`src/rtl/fifo_byte_packer.sv`:
```
// Packs a byte stream into 36-bit FIFO words of four {valid, byte} lanes.
// Partial words flush on in_last or after TIMEOUT idle cycles; one holding register absorbs full.
module fifo_byte_packer #(
    parameter int unsigned TIMEOUT = 256,
    parameter int unsigned CNT_W   = 16
) (
    input  logic             clk,
    input  logic             rst,
    input  logic [7:0]       in_data,
    input  logic             in_last,
    input  logic             in_valid,
    output logic             in_ready,
    output logic [35:0]      fifo_din,
    output logic             fifo_wr_en,
    input  logic             fifo_full,
    output logic [CNT_W-1:0] words_written
);

    localparam int unsigned TMR_W = (TIMEOUT > 0) ? $clog2(TIMEOUT + 1) : 1;
    localparam logic [TMR_W-1:0] TMR_MAX = TMR_W'(TIMEOUT);

    logic [26:0]      acc_q, acc_d;
    logic [1:0]       idx_q, idx_d;
    logic [35:0]      pend_q, pend_d;
    logic             pend_flag_q, pend_flag_d;
    logic [TMR_W-1:0] tmr_q, tmr_d;
    logic [CNT_W-1:0] cnt_q, cnt_d;

    logic        wr_en;
    logic        space;
    logic        accept;
    logic        tmr_hit;
    logic        flush;
    logic [4:0]  lane_shift;
    logic [35:0] lane_ins;

    always_comb begin
        wr_en      = pend_flag_q & ~fifo_full & ~rst;
        // The holding register is free if empty or being drained this cycle.
        space      = ~pend_flag_q | wr_en;
        accept     = in_valid & space & ~rst;
        tmr_hit    = (TIMEOUT != 0) && (tmr_q == TMR_MAX);
        flush      = ~accept & (idx_q != 2'd0) & tmr_hit & space & ~rst;
        lane_shift = 5'(idx_q) * 5'd9;
        lane_ins   = {9'b0, acc_q} | ({27'b0, 1'b1, in_data} << lane_shift);
    end

    always_comb begin
        acc_d       = acc_q;
        idx_d       = idx_q;
        pend_d      = pend_q;
        pend_flag_d = pend_flag_q & ~wr_en;
        tmr_d       = tmr_q;
        cnt_d       = cnt_q;

        if (wr_en && (cnt_q != {CNT_W{1'b1}})) begin
            cnt_d = cnt_q + 1'b1;
        end

        if (accept) begin
            tmr_d = '0;
            if ((idx_q == 2'd3) || in_last) begin
                pend_d      = lane_ins;
                pend_flag_d = 1'b1;
                idx_d       = 2'd0;
                acc_d       = '0;
            end else begin
                acc_d = lane_ins[26:0];
                idx_d = idx_q + 2'd1;
            end
        end else if (flush) begin
            pend_d      = {9'b0, acc_q};
            pend_flag_d = 1'b1;
            idx_d       = 2'd0;
            acc_d       = '0;
            tmr_d       = '0;
        end else if (idx_q == 2'd0) begin
            tmr_d = '0;
        end else if (tmr_q != TMR_MAX) begin
            tmr_d = tmr_q + 1'b1;
        end
    end

    always_ff @(posedge clk) begin
        if (rst) begin
            acc_q       <= '0;
            idx_q       <= '0;
            pend_q      <= '0;
            pend_flag_q <= 1'b0;
            tmr_q       <= '0;
            cnt_q       <= '0;
        end else begin
            acc_q       <= acc_d;
            idx_q       <= idx_d;
            pend_q      <= pend_d;
            pend_flag_q <= pend_flag_d;
            tmr_q       <= tmr_d;
            cnt_q       <= cnt_d;
        end
    end

    assign in_ready      = space & ~rst;
    assign fifo_wr_en    = wr_en;
    assign fifo_din      = pend_q;
    assign words_written = cnt_q;

endmodule
```
`config.mk`:
```
export PLATFORM = sky130hd
export DESIGN_NAME = fifo_byte_packer
export DESIGN_NICKNAME = d
export VERILOG_FILES = /design/src/rtl/fifo_byte_packer.sv
export SDC_FILE = /design/constraint.sdc
export NUM_CORES = 1
export LEC_CHECK = 0
export CELL_PAD_IN_SITES_DETAIL_PLACEMENT = 1
export CELL_PAD_IN_SITES_GLOBAL_PLACEMENT = 1
export CORE_ASPECT_RATIO = 0.8
export CORE_MARGIN = 2
export CORE_UTILIZATION = 36
export CTS_CLUSTER_SIZE = 40
export DETAILED_ROUTE_END_ITERATION = 10
export PLACE_DENSITY = 0.77
export SLEW_MARGIN = 40
export SYNTH_ARGS = -nofsm -noshare
export SYNTH_HDL_FRONTEND = slang
export SYNTH_SLANG_ARGS = --single-unit
```
`constraint.sdc`:
```
create_clock -name clk -period 2 [get_ports clk]
set_input_delay 0.5 -clock clk [delete_from_list [all_inputs] [get_ports clk]]
set_output_delay 0.5 -clock clk [all_outputs]
set_load 0.02 [all_outputs]
```
==> results of run 1 <==
## path summary, 6_finish.rpt
path / from / endpoint / slack, ps / cells after the start
setup / recovery: words_written[6] / words_written[6] / 50 / 1
hold / removal: acc_q[14] / acc_q[14] / 470 / 2
setup reg to reg: idx_q[0] / fifo_din[33] / 70 / 7
hold reg to reg: acc_q[14] / acc_q[14] / 470 / 2
## registers in the layout (all words and copies together), names as in the netlist
signal and count:
acc_q 27, words_written 16, pend_flag_q 1, tmr_q 9, fifo_din 36, idx_q 2
## final cells by class
class	count	area share
clock buffer	12	0.04807
inverter	11	0.007737
multi-input combinational	296	0.3538
timing repair buffer	113	0.2026
sequential	91	0.3414
clock inverter	4	0.01360
tap	140	0.03283
## cell families (layout without fill, tap and decap cells)
family / Yosys count / count (layout) / synth area share
AOI/OAI and AO/OA: 156 / 156 / 0.2532
DFF: 91 / 91 / 0.4763
xor gates and xnor gates: 7 / 7 / 0.01603
muxes: 2 / 2 / 0.005561
adders and majority gates: 7 / 7 / 0.02290
and+or+nand+nor: 124 / 124 / 0.1868
buffers and inverters: 35 / 140 / 0.03925
## synthesized netlist by cell type (all sizes together) (4+ instances only)
library cell,number
dfxtp,91
o21ai,33
ha,7
nor4,6
inv,11
xor2,6
o31ai,6
nor3,7
nand3,12
a21oi,64
or3,5
or4,5
nand2b,4
nand4,7
buf,11
clkbuf,13
a22o,6
a32o,5
nor2,44
o211ai,29
nand2,15
## power by group through the flow
stage	Combinational (mW)	Clock [mW]	Sequential, mW
4_1_cts	0.345	1.90	1.85
3_3_place_gp	0.331	0	1.89
5_1_grt	0.385	1.96	1.85
2_1_floorplan	0.151	0	1.90
3_5_place_dp	0.341	0	1.89
6_report	0.358	1.87	1.85
## per-layer routing
metal	GRT usage	wire, µm	share of wire
met1	0.2754	5764	0.48
met2	0.3621	5570	0.46
met3	0.04384	417	0.035
met4	0.08234	235	0.020
met5	0	0	0
## per-stage QoR
step / hold slack, ps / instances
after floorplan: 437.5 / 422
after global placement: 448.6 / 649
after detailed placement: 458.2 / 649
after CTS: 471.7 / 666
after global routing: 498.3 / 667
final: 466.9 / 667
## tightest hold or removal path, stage by stage, from the launching register on
cell,delay (ps)
dfxtp_1,320
a21oi_1,40
nor2_1,70
## repair_timing
| action | CTS | global route |
|---|---|---|
| setup endpoints to repair | 14 | 53 |
| gates cloned | 0 | 1 |
| resized for setup | 15 | 15 |
| pin swaps | 1 | 1 |
| setup buffers | 1 | 0 |
| hold buffers | 0 | 0 |
==> flow_summary_export.csv, run 1 <==
group,metric,value,unit
outcome,status,"complete, no violations",
sta,hold_viol,0,
placement,placedInstanceArea,4921,µm²
floorplanning,io_pins,67,
global_routing,first_global_vias,3715,
clock_tree,clk_path_buf_depth,2,
cells_and_area,fillers,1191,
sta,finalCritPeriodShare,0.9750,
detailed_routing,drtIter0Drc,183,
synth,yosysWarnings,0,
sta,slew_headroom,0.6179,
setup_path,path_buf_inv,1,
sta,tightest_slew,567.9,ps
placement,post-dp-hpwl,8.206,mm
clock_tree,clock_latency,350,ps
synth,syn-cell-area,3825,µm²
power_and_ir_drop,switchingPower,0.9352,mW
cells_and_area,mostFrequentLayoutCell,"dfxtp_1",
cells_and_area,mostFrequentLayoutCells,"91 x dfxtp_1, 64 x a21oi_1, 57 x clkdlybuf4s50_1",
synth,ys_ff_latch,91,
sta,slew_violations,0,
synth,ys_seq_area_frac,0.4763,
setup_path,critPathKind,"reg2out",
clock_tree,clkTransAtPathRegs,70,ps
synth,netlist_top_cells_area,"dfxtp_1 48%, a21oi_1 8.4%, o211ai_1 5.3%",
cells_and_area,final-seq-area,1822,µm²
cells_and_area,syn_to_final_growth,39.52,%
power_and_ir_drop,ir_worst_vdd,0.0004760,V
setup_path,cp_cell_sequence,"clkdlybuf4s50_1",
power_and_ir_drop,p_leak,1.981,nW
sta,skew,8.635,ps
synth,synth_edf_count,0,
synth,synth_nets,442,
clock_tree,cts_max_level,3,
cells_and_area,antenna-diode-count,0,
cells_and_area,post-route-util,0.5190,
global_routing,overflow,0,
synth,ys_types,49,
cells_and_area,post-route-cell-area,5336,µm²
power_and_ir_drop,pwr-share-clk,0.458,
power_and_ir_drop,power.total,4.075,mW
detailed_routing,vias,3697,
placement,io_buffers,66,
detailed_routing,drc_errors,0,
sta,period_minus_slack,1950,ps
power_and_ir_drop,seqPwrFrac,0.454,
power_and_ir_drop,power_density,763.6,nW/µm²
cells_and_area,multi_input_area,1888,µm²
synth,synth_top_area_frac,0.4763,
setup_path,cp-start-kind,"flop",
clock_tree,cts_buffers,9,
global_routing,antenna_found_initial,0,
global_routing,grt_pass1_wl,19.34,mm
sta,finalSetupViolCount,0,
floorplanning,die_w,119.2,µm
clock_tree,cts.sinks,91,
setup_path,cpMaxStageDelayCell,"clkdlybuf4s50_1",
detailed_routing,first_pass_iters,4,
sta,rsz0062_at_grt,"no",
setup_path,crit_required,1500,ps
power_and_ir_drop,pwr-share-comb,0.088,
sta,setup_tns,0,ps
placement,gp_congestion,0.8223,
power_and_ir_drop,p_sw_frac,0.2295,
min_path,worstHoldPathType,"reg2reg",
global_routing,grt_usage,0.2154,
synth,synth_area_leader_cell,"dfxtp_1",
clock_tree,cts_root_buf,"clkbuf_16",
setup_path,critPathArrivalTime,1450,ps
global_routing,grt_max_degree,30,
synth,synth_flop_cell,"dfxtp_1",
detailed_routing,totalWireLength,11.99,mm
job,cap_violations,0,
synth,synth-async-reset-ratio,0,
detailed_routing,viasPerCell,5.543,
synth,syn_inst,422,
detailed_routing,wl_per_cell,17.97,µm
floorplanning,die_h,96.20,µm
floorplanning,num_rows,33,
sta,fmax,0.5128,GHz
power_and_ir_drop,p_int,3.140,mW
detailed_routing,postRouteAntennaNets,0,
synth,syn_area_per_cell,9.064,µm²
setup_path,path_delay_family,"buffers and inverters",
floorplanning,core,10280,µm²
sta,setup_slack,50.04,ps
floorplanning,start_util,0.3720,
placement,preCtsSetupSlack,-588.4,ps
clock_tree,cts_tree,"yes",
setup_path,critPathMaxStageDelay,650,ps
cells_and_area,drive_above_1_share,0.1575,
setup_path,end_kind,"output pin",
floorplanning,dieArea,11470,µm²
setup_path,cp_max_fo,8,
cells_and_area,finalNetCount,542,
No activity file was read; power rests on OpenSTA's default activity.
==> inputs of run 2 (changes only) <==
GPL_TIMING_DRIVEN = 0   (was default)
==> run 2 against run 1 <==
  * The run now ends with setup timing left
  * Via count up 0.14%
  * Setup slack got worse by 100 ps
  * First-iteration DRC count up 40%
  * Critical path depth rose by 7
  * Power fell by 3.5%
  * Cell count shrank 2.1%
  * Clock skew barely moved
  * Utilization decreased by 1.0 points
  * Sequential power hardly changed
  * Register-to-register slack worse by 90 ps
  * Largest cell class unchanged
==> flow_summary_export.csv, run 2 (synthesis results as in run 1) <==
group,metric,value,unit
min_path,hold_depth,2,
sta,slew_violations,0,
global_routing,grt_usage,0.2144,
cells_and_area,drive_above_1_share,0.1501,
floorplanning,die_h,96.20,µm
setup_path,path_delay_family,"buffers and inverters",
power_and_ir_drop,ir_worst_vdd,0.0003922,V
setup_path,critPathMaxStageDelay,510,ps
cells_and_area,mostFrequentLayoutCells,"86 x dfxtp_1, 64 x a21oi_1, 59 x clkdlybuf4s50_1",
setup_path,cp-start-kind,"input port",
detailed_routing,drc_errors,0,
setup_path,r2r_start,"idx_q[1]",
sta,period_minus_slack,2052,ps
placement,post-dp-hpwl,8.250,mm
detailed_routing,totalWireLength,12.72,mm
floorplanning,die_w,119.2,µm
sta,setup_slack,-52.42,ps
setup_path,rrSetupSlack,-20,ps
floorplanning,core,10280,µm²
placement,preCtsSetupSlack,-1018,ps
clock_tree,clk_path_buf_depth,2,
clock_tree,cts_buffers,9,
outcome,violations,"setup timing",
power_and_ir_drop,p_sw_frac,0.2523,
placement,placedInstanceArea,4672,µm²
global_routing,grt_max_degree,16,
placement,io_buffers,66,
min_path,hold_start,"fifo_din[35]",
global_routing,antenna_found_initial,0,
clock_tree,clkTransAtPathRegs,70,ps
clock_tree,clock_latency,350,ps
sta,rsz0062_at_grt,"yes",
clock_tree,cts_max_level,3,
power_and_ir_drop,power_density,752.2,nW/µm²
detailed_routing,drtIter0Drc,256,
setup_path,critPathKind,"in2reg",
setup_path,end_kind,"flop",
setup_path,rr_endpoint,"fifo_din[33]",
detailed_routing,postRouteAntennaNets,0,
sta,skew,8.710,ps
floorplanning,num_rows,33,
power_and_ir_drop,switchingPower,0.9922,mW
job,cap_violations,0,
cells_and_area,finalNetCount,528,
sta,fmax,0.4872,GHz
cells_and_area,post-route-cell-area,5229,µm²
sta,hold_viol,0,
setup_path,cp_cell_sequence,"clkdlybuf4s50_1 > or2_1 > buf_6 > o211ai_4 > or2_1 > clkbuf_4 > buf_6 > a32o_1",
detailed_routing,vias,3702,
cells_and_area,largest_reg_flops,36,
setup_path,cpMaxStageDelayCell,"clkdlybuf4s50_1",
floorplanning,dieArea,11470,µm²
sta,finalSetupViolCount,21,
global_routing,overflow,0,
setup_path,cp_max_fo,10,
sta,tightest_slew,631.7,ps
outcome,status,"complete, but fails checks",
setup_path,path_buf_inv,4,
setup_path,critPathArrivalTime,2290,ps
power_and_ir_drop,pwr-share-clk,0.434,
setup_path,r2r.worst_path.cells,7,
placement,gp_congestion,0.8442,
power_and_ir_drop,seqPwrFrac,0.472,
power_and_ir_drop,p_leak,1.801,nW
detailed_routing,wl_per_cell,19.47,µm
cells_and_area,syn_to_final_growth,36.70,%
sta,setup_tns,-450.1,ps
setup_path,crit_required,2240,ps
global_routing,first_global_vias,3778,
floorplanning,io_pins,67,
floorplanning,start_util,0.3720,
clock_tree,cts.sinks,91,
detailed_routing,first_pass_iters,4,
sta,finalCritPeriodShare,1.026,
sta,slew_headroom,0.5750,
detailed_routing,viasPerCell,5.669,
power_and_ir_drop,pwr-share-comb,0.094,
cells_and_area,mostFrequentLayoutCell,"dfxtp_1",
power_and_ir_drop,p_int,2.941,mW
min_path,worstHoldPathType,"reg2reg",
min_path,hold-path-endpoint,"fifo_din[35]",
cells_and_area,antenna-diode-count,0,
clock_tree,cts_root_buf,"clkbuf_16",
global_routing,grt_pass1_wl,19.17,mm
clock_tree,cts_tree,"yes",
run 2: changes by cell type in the layout (fill, tap and decap cells not counted), sizes merged:
cell	previous run	this run
bufinv	2	1
clkinvlp	1	3
dlymetal6s2s	6	2
clkbuf	13	22
clkinv	1	2
dlygate4sd2	1	3
clkdlybuf4s50	57	59
buf	48	23
run 2: stage by stage:
step | hold WS, ps | power [mW] | utilization | cells
final | 469.7 | 3.933 | 0.5086 | 653
after global routing | 492.8 | 4.026 | 0.5086 | 653
after CTS | 478.4 | 3.913 | 0.4948 | 647
after detailed placement | 463.1 | 2.199 | 0.4544 | 628
after global placement | 449.7 | 2.186 | 0.4533 | 628
after floorplan | 437.5 | 2.056 | - | 422
run 2: worst min-delay path, delay by kind of cell, from the launching register on:
kind | cells | cell delay [ps]
buf+inv | 1 | 50
compound gates | 1 | 70
flops | 1 | 310
run 2: layout make-up:
type                       instances  area [µm²]
fill                            1141        5052
tap                              140       175.2
clock buffer                      10       229.0
buffer                            22       173.9
inverter                          11       41.29
multi-input combinational        296        1973
timing repair buffer              77       737.0
sequential                        91        1833
clock inverter                     6       66.31
run 2: power by group through the flow:
stage	Combinational (mW)	Sequential (mW)	Clock, mW
2_1_floorplan	0.151	1.90	0
3_3_place_gp	0.294	1.89	0
3_5_place_dp	0.304	1.89	0
4_1_cts	0.331	1.85	1.73
5_1_grt	0.393	1.86	1.78
6_report	0.370	1.86	1.71
run 2: how the worst max path moves through the flow:
stage | slack, ps | to | cells past startpoint | startpoint
final | -50 | acc_q[18] | 8 | in_last
after global routing | -80 | fifo_din[9] | 6 | rst
after CTS | 3 | words_written[9] | 6 | rst
after detailed placement | -1020 | in_ready | 5 | rst
after global placement | -980 | in_ready | 5 | rst
after floorplan | 50 | acc_q[18] | 8 | idx_q[1]
run 2: timing repair:
action | in CTS | in global routing
pin swaps | 2 | 2
endpoints found under the setup margin | 83 | 65
setup buffers | 4 | 7
cloned | 0 | 0
resized for setup | 44 | 35
hold buffers | 0 | 0
run 2: routing by layer:
layer	global-route usage	wire length [µm]
met5	0	0
met4	0.06548	105
met3	0.04799	571
met2	0.3611	6087
met1	0.2770	5951
==> RTL change 1, RTL diff (flow settings as in run 1) <==
Change the parameter `TIMEOUT` from 256 to 128.
--- a/src/rtl/fifo_byte_packer.sv
+++ b/src/rtl/fifo_byte_packer.sv
@@ -1,7 +1,7 @@
 // Packs a byte stream into 36-bit FIFO words of four {valid, byte} lanes.
 // Partial words flush on in_last or after TIMEOUT idle cycles; one holding register absorbs full.
 module fifo_byte_packer #(
-    parameter int unsigned TIMEOUT = 256,
+    parameter int unsigned TIMEOUT = 128,
     parameter int unsigned CNT_W   = 16
 ) (
     input  logic             clk,
Check against the original RTL: same outputs for any inputs over 4 cycles, from zero or initial values and one cycle with rst high; that may be too few to reach the edited logic, so the function may still have changed.
==> RTL change 1 against run 1 <==
Sequential cell count decreased by 1. Synthesized area increased by 1.2%. Worst setup slack better by 0.014 ns. Wire length increased by 6.2%. Via count rose by 5.6%. Highest routed layer unchanged. Clock power down 12%. Design area shrank 0.45%. Power fell by 5.7%. Critical endpoint is now words_written[8]. Global-route usage rose by 1.1 points.
==> RTL change 1: results (changes against run 1) <==
M1 GR Usage -> 0.297 (+0.0211)
Tcrit/Tclk final -> 0.968 (-0.00718)
final cell count without fillers -> 687 (+3.0%)
Post-Synthesis Cells -> 447 (+5.9%)
Worst Clk Skew -> 0.00868 ns (+0.0000406 ns)
routed vias/inst -> 5.68 (+2.5%)
mux share of post-synthesis cell area -> 0.0194 (+0.0138)
final WL -> 12700 um (+6.2%)
#MultiIn Comb -> 318 (+7.4%)
first-pass GRT wire length -> 21300 um (+10%)
Storage cell area -> 1800 um^2 (-1.1%)
Post-Synth XOR/XNOR Area -> 0.0136 (-0.00245)
Post-Syn Nets -> 467 (+5.7%)
top post-synthesis cells by area -> dfxtp_1, a21oi_1, o211ai_1, o21ai_0, nor2_1
RR Startpoint -> pend_flag_q
run status -> complete, no violations
Sw Ratio -> 0.258 (+0.0282)
FF-to-FF setup slack -> 0.15 ns (+0.08 ns)
placement-stage worst setup slack -> -0.552 ns (+0.0361 ns)
largest net degree at the start of global routing -> 38 (+27%)
met1 WL -> 5690 um (-1.2%)
R2R Path End -> words_written[15]
clk sink count -> 90 (-1.1%)
Global Route met3 Usage -> 0.0478 (+0.00392)
post-CTS setup buffers -> 2 (+1)
VDD IR max -> 457 uV (-4.0%)
Non-clock buffers, area share -> 0.198 (-0.00428)
Global Route met2 Usage -> 0.375 (+0.0134)
worst setup path endpoint -> words_written[8]
initial DRC count -> 245 (+34%)
crit-path max FO -> 6 (-2)
Pre-Repair DR Iteration Count -> 5 (+1)
Resize count post-CTS -> 17 (+2)
met2 wire length -> 6260 um (+12%)
Netlist cell types -> 47 (-4.1%)
slew margin rel. -> 0.595 (-0.0227)
share of cells above drive strength 1 -> 0.152 (-0.00576)
CP startpoint -> words_written[8]
Mapped Area -> 3870 um^2 (+1.2%)
multi-input logic area -> 1960 um^2 (+3.9%)
Finished Cell Area -> 5310 um^2 (-0.45%)
Post-layout nets -> 562 (+3.7%)
compound-gate portion of the synthesized area -> 0.262 (+0.00902)
GRT Util Overall -> 0.227 (+0.0114)
RTL change 1: cell count changes after synthesis, moves of 9 or more:
cell	delta
clkbuf_1	+9
nand2_1	+10
a31oi_1	+15
nor2_1	-10
RTL change 1: worst min-delay path by stage:
stage                   start   endpoint  slack [ns]  cells after the start
floorplan           acc_q[11]  acc_q[11]        0.42                      2
global placement    acc_q[11]  acc_q[11]        0.44                      2
detailed placement  acc_q[11]  acc_q[11]        0.45                      2
CTS                 acc_q[11]  acc_q[11]        0.47                      2
global route        acc_q[19]  acc_q[19]        0.50                      2
finish              acc_q[11]  acc_q[11]        0.47                      2
RTL change 1: power by group through the flow:
stage               registers (W)  clock network (W)  logic, W
CTS                       0.00184            0.00167  0.000359
global route              0.00184            0.00174  0.000393
finish                    0.00184            0.00164  0.000363
global placement          0.00188                  0  0.000347
detailed placement        0.00188                  0  0.000356
floorplan                 0.00190                  0  0.000149
==> RTL change 2, RTL diff (config.mk and constraints of run 1) <==
Made on the original files. Make the reset (`rst`) asynchronous in one clocked block.
--- a/src/rtl/fifo_byte_packer.sv
+++ b/src/rtl/fifo_byte_packer.sv
@@ -81,7 +81,7 @@
         end
     end
 
-    always_ff @(posedge clk) begin
+    always_ff @(posedge clk or posedge rst) begin
         if (rst) begin
             acc_q       <= '0;
             idx_q       <= '0;
Check against the original RTL: differs if rst is asserted again (counterexample within 4 cycles, from zero or initial values and one cycle with rst high); with rst held inactive, the same outputs for 4 cycles.
==> RTL change 2 against run 1 <==
Design area grew 13%. Critical path type is now flip-flop to flip-flop. Synthesized cell count fell by 9.7%. Via count decreased by 9.3%. Critical endpoint is now fifo_din[25]. Sequential cell count unchanged. Wire length up 1.3%. Worst setup slack got worse by 0.025 ns. Sequential share of layout area rose by 3.8 points. Cell count fell by 2.1%. Synthesized area up 10%. Core utilization increased by 0.44 points. Highest routed layer unchanged.
Power is not compared: it rests on default switching activity, and its combinational part moved more than twofold at a synthesized area within 25%.
==> RTL change 2: results (changes against run 1) <==
Peak Freq -> 506 MHz (-1.3%)
VDD IR max -> 770 uV
routed vias/inst -> 5.14 (-7.3%)
Netlist cell types -> 46 (-6.1%)
Die Wd -> 125 um (+4.7%)
Post-Place Cells -> 623 (-4.0%)
Ant. Diodes -> 0 (unchanged)
worst-margin pin slew -> 0.431 ns (-0.137 ns)
final WL -> 12100 um (+1.3%)
first-pass GRT wire length -> 19100 um (-1.2%)
Post-layout nets -> 520 (-4.1%)
crit-path max FO -> 7 (-1)
Arr. time, crit path -> 2.25 ns (+0.80 ns)
Hold Path Class -> flip-flop to flip-flop
initial DRC count -> 116 (-37%)
commonest cells in the netlist -> dfrtp_1, inv_1, mux2i_1, nor2_1, a21oi_1
FF-to-FF setup slack -> 0.02 ns (-0.05 ns)
share of cells above drive strength 1 -> 0.210 (+0.0524)
Hold WS -> 0.486 ns (+0.0194 ns)
Placed Area -> 5440 um^2 (+10%)
largest net degree at the start of global routing -> 75 (+150%)
Post-Syn Nets -> 401 (-9.3%)
TritonCTS Buffers -> 9 (unchanged)
Root Driver -> clkbuf_16
Synth Flop Type -> dfrtp_1
clk_lat worst skew -> 0.35 ns (about the same)
placement-stage worst setup slack -> -0.668 ns (-0.0793 ns)
run status -> complete, no violations
Pre-Repair DR Iteration Count -> 4 (unchanged)
Worst Clk Skew -> 0.00424 ns (-0.00440 ns)
vias in the first global route -> 3663 (-1.4%)
DP HPWL -> 7660 um (-6.7%)
RD Place Congestion -> 0.814 (-0.96%)
asr flop ratio synth -> 1.00 (+1.00)
GRT Util Overall -> 0.193 (-0.0228)
Syn Area/Cell -> 11.0 um^2 (+22%)
sequential share of the synthesized area -> 0.541 (+0.0651)
top post-synthesis cells by area -> dfrtp_1, mux2i_1, inv_1, a21oi_1, nor2_1
Routed WL per cell -> 18.6 um (+3.4%)
port bufs -> 66 (unchanged)
## RTL change 2: where the power goes
part | switching, W | internal [W] | leakage, nW
clock | 0.000767 | 0.000975 | 0.142
combinational | 0.00139 | 0.00132 | 1.30
sequential | 0.000331 | 0.00230 | 1.23
## RTL change 2: what timing repair did
item | CTS | global route
cloned | 2 | 2
setup endpoints to repair | 50 | 70
resized for setup | 23 | 10
hold buffers | 0 | 0
pin swaps | 12 | 1
buffers inserted | 6 | 4
## RTL change 2: critical path: stages (launching register included)
cell and delay (ns):
dfrtp_2 0.39, clkinv_4 0.06, ha_4 0.16, nor4_4 0.19, a41oi_2 0.22, a211oi_4 0.24
buf_12 0.20, buf_12 0.13, buf_16 0.12, mux2i_1 0.18
## RTL change 2: logic make-up (layout without fill, tap and decap cells)
kind of cell,Yosys count,count (layout),share of synthesized area
AO/OA/AOI/OAI,63,63,0.102
flip-flops,91,91,0.541
buffers and inverters,55,179,0.0547
adder cells (fa/ha/maj),7,7,0.0208
XOR/XNOR,20,20,0.0416
AND/OR/NAND/NOR,105,105,0.143
multiplexers,40,40,0.0970
## RTL change 2: layer usage
metal  track usage  wire, um  up-vias
met5             0         0        -
met4        0.0538       119        0
met3        0.0435       411        8
met2         0.317      5980       51
met1         0.260      5620     1737
li1              -         -     1558
## RTL change 2: final cells by class
type	count	area, um^2
fill	1234	5470
multi-input combinational	235	1780
timing repair buffer	123	1300
clock inverter	7	76.3
clock buffer	9	225
inverter	40	159
sequential	91	2280
tap	148	185
## RTL change 2: final timing paths
kind | end | depth (start not counted) | startpoint
setup / recovery | fifo_din[25] | 9 | idx_q[0]
hold / removal | acc_q[25] | 2 | acc_q[25]
setup reg to reg | fifo_din[25] | 9 | idx_q[0]
hold reg to reg | acc_q[25] | 2 | acc_q[25]
max in group asynchronous | fifo_din[16] | 4 | rst
min in group asynchronous | pend_flag_q | 4 | rst
## RTL change 2: through the flow
stage,utilization,TNS (ns)
after global placement,0.474,-14.69
after CTS,0.513,-0.251
final,0.523,0
after global routing,0.523,-0.584
after detailed placement,0.474,-18.02
after floorplan,-,-0.100
